**src/rtl/mips_ctrl_pkg.sv**
```systemverilog
// Shared encodings for the multicycle MIPS control FSM: states, opcodes, mux codes
// and the raw control vector. No logic, no latency, no stall behaviour.
package mips_ctrl_pkg;

  typedef enum logic [3:0] {
    S_IDLE   = 4'd0,
    S_FETCH  = 4'd1,
    S_DECODE = 4'd2,
    S_MEMADR = 4'd3,
    S_MEMRD  = 4'd4,
    S_MEMWB  = 4'd5,
    S_MEMWR  = 4'd6,
    S_EXEC   = 4'd7,
    S_RWB    = 4'd8,
    S_BRANCH = 4'd9,
    S_JUMP   = 4'd10,
    S_ADDIEX = 4'd11,
    S_ADDIWB = 4'd12,
    S_HALT   = 4'd13
  } state_e;

  localparam logic [2:0] OP_RTYPE   = 3'd0;
  localparam logic [2:0] OP_ADDI    = 3'd1;
  localparam logic [2:0] OP_LW      = 3'd2;
  localparam logic [2:0] OP_SW      = 3'd3;
  localparam logic [2:0] OP_BEQ     = 3'd4;
  localparam logic [2:0] OP_J       = 3'd5;
  localparam logic [2:0] OP_ILLEGAL = 3'd6;
  localparam logic [2:0] OP_HALT    = 3'd7;

  localparam logic [1:0] ALUOP_ADD   = 2'b00;
  localparam logic [1:0] ALUOP_SUB   = 2'b01;
  localparam logic [1:0] ALUOP_FUNCT = 2'b10;

  localparam logic [1:0] SRCB_B    = 2'b00;
  localparam logic [1:0] SRCB_ONE  = 2'b01;
  localparam logic [1:0] SRCB_IMM  = 2'b10;
  localparam logic [1:0] SRCB_BOFF = 2'b11;

  localparam logic [1:0] PCSRC_ALU    = 2'b00;
  localparam logic [1:0] PCSRC_ALUOUT = 2'b01;
  localparam logic [1:0] PCSRC_JUMP   = 2'b10;

  typedef struct packed {
    logic       pc_write;
    logic       pc_write_cond;
    logic       ior_d;
    logic       mem_rd;
    logic       mem_wr;
    logic       ir_write;
    logic       mem_to_reg;
    logic       reg_dst;
    logic       reg_wr;
    logic       alu_src_a;
    logic [1:0] alu_src_b;
    logic [1:0] alu_op;
    logic [1:0] pc_source;
  } ctrl_t;

endpackage

```
**src/rtl/mips_ctrl_decode.sv**
```systemverilog
// Moore output decode: state -> raw (ungated) control vector, purely combinational.
// Stall gating is applied by the caller; unknown encodings decode like IDLE (all zero).
module mips_ctrl_decode
  import mips_ctrl_pkg::*;
(
  input  state_e state,
  output ctrl_t  ctrl
);

  always_comb begin
    ctrl = '0;
    case (state)
      S_FETCH: begin
        ctrl.mem_rd    = 1'b1;
        ctrl.ir_write  = 1'b1;
        ctrl.pc_write  = 1'b1;
        ctrl.alu_src_b = SRCB_ONE;
      end
      S_DECODE: ctrl.alu_src_b = SRCB_BOFF;
      S_MEMADR, S_ADDIEX: begin
        ctrl.alu_src_a = 1'b1;
        ctrl.alu_src_b = SRCB_IMM;
      end
      S_MEMRD: begin
        ctrl.mem_rd = 1'b1;
        ctrl.ior_d  = 1'b1;
      end
      S_MEMWR: begin
        ctrl.mem_wr = 1'b1;
        ctrl.ior_d  = 1'b1;
      end
      S_MEMWB: begin
        ctrl.reg_wr     = 1'b1;
        ctrl.mem_to_reg = 1'b1;
      end
      S_EXEC: begin
        ctrl.alu_src_a = 1'b1;
        ctrl.alu_op    = ALUOP_FUNCT;
      end
      S_RWB: begin
        ctrl.reg_wr  = 1'b1;
        ctrl.reg_dst = 1'b1;
      end
      S_ADDIWB: ctrl.reg_wr = 1'b1;
      S_BRANCH: begin
        ctrl.alu_src_a     = 1'b1;
        ctrl.alu_op        = ALUOP_SUB;
        ctrl.pc_write_cond = 1'b1;
        ctrl.pc_source     = PCSRC_ALUOUT;
      end
      S_JUMP: begin
        ctrl.pc_write  = 1'b1;
        ctrl.pc_source = PCSRC_JUMP;
      end
      default: ;
    endcase
  end

endmodule

```
**src/rtl/mips_multicycle_control.sv**
```systemverilog
// Multicycle MIPS control FSM: 3-5 cycles per instruction, Moore outputs valid all cycle.
// Stall holds state/counters and masks every write strobe; selects stay at their state values.
module mips_multicycle_control
  import mips_ctrl_pkg::*;
#(
  parameter int CNT_W = 16
) (
  input  logic             Clock,
  input  logic             Reset_n,
  input  logic [2:0]       OpCode,
  input  logic             Zero,
  input  logic             Stall,
  output logic             PCWrite,
  output logic             PCWriteCond,
  output logic             PCEn,
  output logic             IorD,
  output logic             MemRD,
  output logic             MemWR,
  output logic             IRWrite,
  output logic             MemtoReg,
  output logic             RegDst,
  output logic             RegWR,
  output logic             ALUSrcA,
  output logic [1:0]       ALUSrcB,
  output logic [1:0]       ALUOp,
  output logic [1:0]       PCSource,
  output logic [3:0]       State,
  output logic             Halted,
  output logic             Illegal,
  output logic [CNT_W-1:0] InstrCount
);

  state_e           state_q, state_d;
  logic [CNT_W-1:0] cnt_q, cnt_d;
  logic             illegal_q, illegal_d;
  ctrl_t            raw;

  mips_ctrl_decode u_decode (
    .state (state_q),
    .ctrl  (raw)
  );

  always_comb begin
    state_d   = state_q;
    cnt_d     = cnt_q;
    illegal_d = illegal_q;
    case (state_q)
      S_IDLE:   state_d = S_FETCH;
      S_FETCH: begin
        state_d = S_DECODE;
        cnt_d   = cnt_q + CNT_W'(1);
      end
      S_DECODE: begin
        case (OpCode)
          OP_RTYPE:     state_d = S_EXEC;
          OP_ADDI:      state_d = S_ADDIEX;
          OP_LW, OP_SW: state_d = S_MEMADR;
          OP_BEQ:       state_d = S_BRANCH;
          OP_J:         state_d = S_JUMP;
          OP_ILLEGAL: begin
            state_d   = S_HALT;
            illegal_d = 1'b1;
          end
          default:      state_d = S_HALT;
        endcase
      end
      S_MEMADR: state_d = (OpCode == OP_LW) ? S_MEMRD : S_MEMWR;
      S_MEMRD:  state_d = S_MEMWB;
      S_EXEC:   state_d = S_RWB;
      S_ADDIEX: state_d = S_ADDIWB;
      S_MEMWB, S_MEMWR, S_RWB, S_ADDIWB, S_BRANCH, S_JUMP: state_d = S_FETCH;
      S_HALT:   state_d = S_HALT;
      // Unreachable encodings behave like IDLE.
      default:  state_d = S_FETCH;
    endcase
    if (Stall) begin
      state_d   = state_q;
      cnt_d     = cnt_q;
      illegal_d = illegal_q;
    end
  end

  always_ff @(posedge Clock or negedge Reset_n) begin
    if (!Reset_n) begin
      state_q   <= S_IDLE;
      cnt_q     <= '0;
      illegal_q <= 1'b0;
    end else begin
      state_q   <= state_d;
      cnt_q     <= cnt_d;
      illegal_q <= illegal_d;
    end
  end

  assign PCWrite     = raw.pc_write      & ~Stall;
  assign PCWriteCond = raw.pc_write_cond & ~Stall;
  assign MemWR       = raw.mem_wr        & ~Stall;
  assign IRWrite     = raw.ir_write      & ~Stall;
  assign RegWR       = raw.reg_wr        & ~Stall;
  assign PCEn        = PCWrite | (PCWriteCond & Zero);

  assign IorD       = raw.ior_d;
  assign MemRD      = raw.mem_rd;
  assign MemtoReg   = raw.mem_to_reg;
  assign RegDst     = raw.reg_dst;
  assign ALUSrcA    = raw.alu_src_a;
  assign ALUSrcB    = raw.alu_src_b;
  assign ALUOp      = raw.alu_op;
  assign PCSource   = raw.pc_source;
  assign State      = state_q;
  assign Halted     = (state_q == S_HALT);
  assign Illegal    = illegal_q;
  assign InstrCount = cnt_q;

endmodule

```
**config.mk**
```make
export PLATFORM = sky130hd
export DESIGN_NAME = mips_multicycle_control
export DESIGN_NICKNAME = d
export VERILOG_FILES = /design/src/rtl/mips_ctrl_pkg.sv /design/src/rtl/mips_ctrl_decode.sv /design/src/rtl/mips_multicycle_control.sv
export SDC_FILE = /design/constraint.sdc
export NUM_CORES = 1
export LEC_CHECK = 0
export BUFFER_PORTS_ARGS = -buffer_cell sky130_fd_sc_hd__buf_2
export CORE_MARGIN = 10
export CORE_UTILIZATION = 41
export CTS_CLUSTER_DIAMETER = 30
export DETAILED_ROUTE_END_ITERATION = 7
export HOLD_SLACK_MARGIN = 0.02
export MAX_ROUTING_LAYER = met4
export PLACE_DENSITY = 0.78
export SLEW_MARGIN = 5
export SYNTH_ARGS = -nofsm -noshare
export SYNTH_HDL_FRONTEND = slang
export SYNTH_SLANG_ARGS = --single-unit
```
**constraint.sdc**
```tcl
create_clock -name Clock -period 1.4 [get_ports Clock]
set_input_delay 0.28 -clock Clock [delete_from_list [all_inputs] [get_ports Clock]]
set_output_delay 0.28 -clock Clock [all_outputs]
set_load 0.05 [all_outputs]
```
==> results.md <==
* Die Ht at 75.0 µm
* Largest net degree at the start of global routing at 22
* DRC viols at 0
* Share of the synthesized area in the top cell type at 42.3%
* Ports at 46
* Vias in the first global route at 1,421
* CTS tree: yes
* Async set-reset flop share out of synthesis at 100%
* Slew headroom at 69.2%
* Clock transition at path regs at 0.10 ns
* Synth area leader: dfrtp_1
* Least-Margin Pin Slew at 0.462 ns
* CP cell instances: buf_8, o21ai_0, buf_4, a21oi_4, buf_6
* DRT antenna net count at 0
* DP HPWL at 3.00 mm
* First drt pass iteration count at 4
* Wirelength per Cell at 20.6 µm
* Top cells by count, synth: dfrtp_1 (21), nand2_1 (13), xnor2_1 (12), nor2_1 (11), nand3_1 (10)
* Cells after synthesis at 133
* Seq/Total Area, Yosys at 42.3%
* Hold WC Path Type: in -> reg
* DRT iter0 DRCs at 78
* Flop2flop setup slack at -0.39 ns
* Max stage delay on crit path at 0.55 ns
* Startpoint types: flop
* CP max stage cell: dfrtp_4
* Total power at 5.58 mW
* Final GP Congestion at 0.846
* Failing checks: negative setup slack
* Root Driver: clkbuf_4
* Critical path class: reg -> out
* First-pass GRT wire length at 6.83 mm
* Final Slew Violations at 0
* Dominant synthesized flop cell: dfrtp_1
* Final Skew at 0.00754 ns
* Layout cells sized above 1 at 67.4%
* EDFF count, synth at 0
* Row Count at 19
* Via count at 1,442
* Final WS setup at -0.496 ns
* Worst Hold Path Cells at 2
* Final antenna diode count at 0
* Syn_nets at 141
* Remaining global-route overflow at 0
* Core area at 2830 µm²
* Final nets at 236
* Routed wire length at 5.30 mm
* Largest cells by area after synthesis: dfrtp_1 (42%), xnor2_1 (8.5%), nand3_1 (4.0%), nand2_1 (3.9%), nor2_1 (3.3%)
* RSZ-0062 raised after global routing: true
* Seq. cell area at 537 µm²
* Syn-to-layout area delta at 99.8%
* Initial antenna violation count at 0
* Crit path DAT at 1.62 ns
* Final Cycle Share at 135%
* Initial core utilization at 43.9%
* Clock latency on the worst-skew pair at 0.30 ns
* Final hold violation count at 0
* Critical path fanouts, max at 7
* Post-synthesis cell area at 1240 µm²
* Overall Global Routing Usage at 16.1%
* Die Area at 5630 µm²
* Syn. warnings at 0
* Critical Path Sink Type: primary output
* Reg2Reg Depth at 5
* Status: finished with violations
* Top achievable clock speed at 527 MHz
* Clk sinks at 21
* Synthesized flop and latch total at 21
* Pwr dens at 2250 nW/µm²
* TritonCTS Buffers at 3
* Endpoints failing setup at 42
* Leak pwr at 1.14 nW
* Multi-input combinational cell area at 971 µm²
* Die W at 75.0 µm
* Fin crit period at 1.90 ns
* Max-cap violations at 0
* H-tree Lvls at 1
* Most common cell in the netlist: dfrtp_1
* TNS Setup at -12.10 ns
* CP Data Required Time at 1.12 ns
* Worst vdd ir at 1.49 mV
* Via-to-Cell Ratio at 5.59
* Clk buf depth at 2
* FILL cells at 138
* I/O Buffers at 45
* Average cell area after synthesis at 9.33 µm²
* Netlist cell types at 35
layout by cell type, fill, tap and decap left out, types with 2 or more instances in the layout:
cell type / netlist / layout
nand2b_4: 0 / 3
nor2_4: 0 / 9
nand2b_2: 0 / 2
nor4_1: 2 / 2
buf_4: 1 / 44
inv_1: 3 / 2
a21oi_1: 5 / 3
xnor2_1: 12 / 11
buf_2: 2 / 15
and4_1: 2 / 2
xor2_1: 4 / 4
nor2b_4: 0 / 2
nand3_2: 0 / 2
o21ai_1: 0 / 2
clkbuf_4: 0 / 8
dfrtp_2: 0 / 6
nand3_1: 10 / 8
o31ai_2: 0 / 2
buf_8: 0 / 16
nand2_1: 13 / 12
nor3_4: 0 / 7
o21ai_0: 5 / 3
buf_6: 2 / 18
dfrtp_1: 21 / 14
cell families after synthesis:
logic type,count (synthesis),synth area share (%)
multiplexers,3,2.62
buffers and inverters,12,5.34
flip-flops,21,42.3
adder cells (fa/ha/maj),1,1.01
XOR/XNOR,16,11.3
AND/OR/NAND/NOR,63,28.9
AO/OA/AOI/OAI,17,8.47
where the power goes:
group	internal, mW	switching [mW]	total, mW
Combinational	1.90	2.48	4.37
Clock	0.111	0.167	0.278
Sequential	0.749	0.177	0.926
worst paths after layout:
kind                                startpoint              to
worst max-delay path                  State[3]         ALUSrcA
worst min-delay path                 OpCode[0]         Illegal
worst max register to register        State[3]   InstrCount[9]
worst min register to register  InstrCount[15]  InstrCount[15]
max in group asynchronous              Reset_n        State[3]
min in group asynchronous              Reset_n  InstrCount[12]
area by class of cell:
cell class / instances / share of cell area (%)
inverters: 3 / 0.454
multi-input cells: 100 / 39.2
well taps: 31 / 1.56
repair buffers: 99 / 36.1
clock buffers: 4 / 1.06
flip-flops and latches: 21 / 21.6
what timing repair did:
action | in CTS | in global routing
endpoints found under the setup margin | 40 | 50
pin swaps | 5 | 15
hold buffers | 1 | 0
hold endpoints to repair | 21 | 0
gates resized for setup | 67 | 48
buffers inserted | 5 | 10
metrics by stage:
stage	hold slack [ns]	instances	cell area (µm²)	utilization, %	worst slack, ns
2_1_floorplan	-0.0156	133	1460	-	-0.606
3_3_place_gp	0.249	238	1920	68.0	-0.263
3_5_place_dp	0.260	238	1920	68.0	-0.324
4_1_cts	0.187	248	2230	78.9	-0.477
5_1_grt	0.217	258	2480	87.7	-0.570
6_report	0.253	258	2480	87.7	-0.496
sequential cells by signal, indices dropped and copies added (netlist names):
| name | count |
|---|---|
| Illegal | 1 |
| InstrCount | 16 |
| State | 4 |
critical path: cells and delay by family, from the launching register on:
family	cells	cell delay [ns]
flops	1	0.55
buf+inv	3	0.50
compound gates	2	0.28
per-layer routing:
metal	routed length, µm	global-route usage [%]
met5	0	-
met4	131	5.88
met3	297	2.37
met2	2880	29.7
met1	1990	16.8
(Power assumes the default switching activity.)
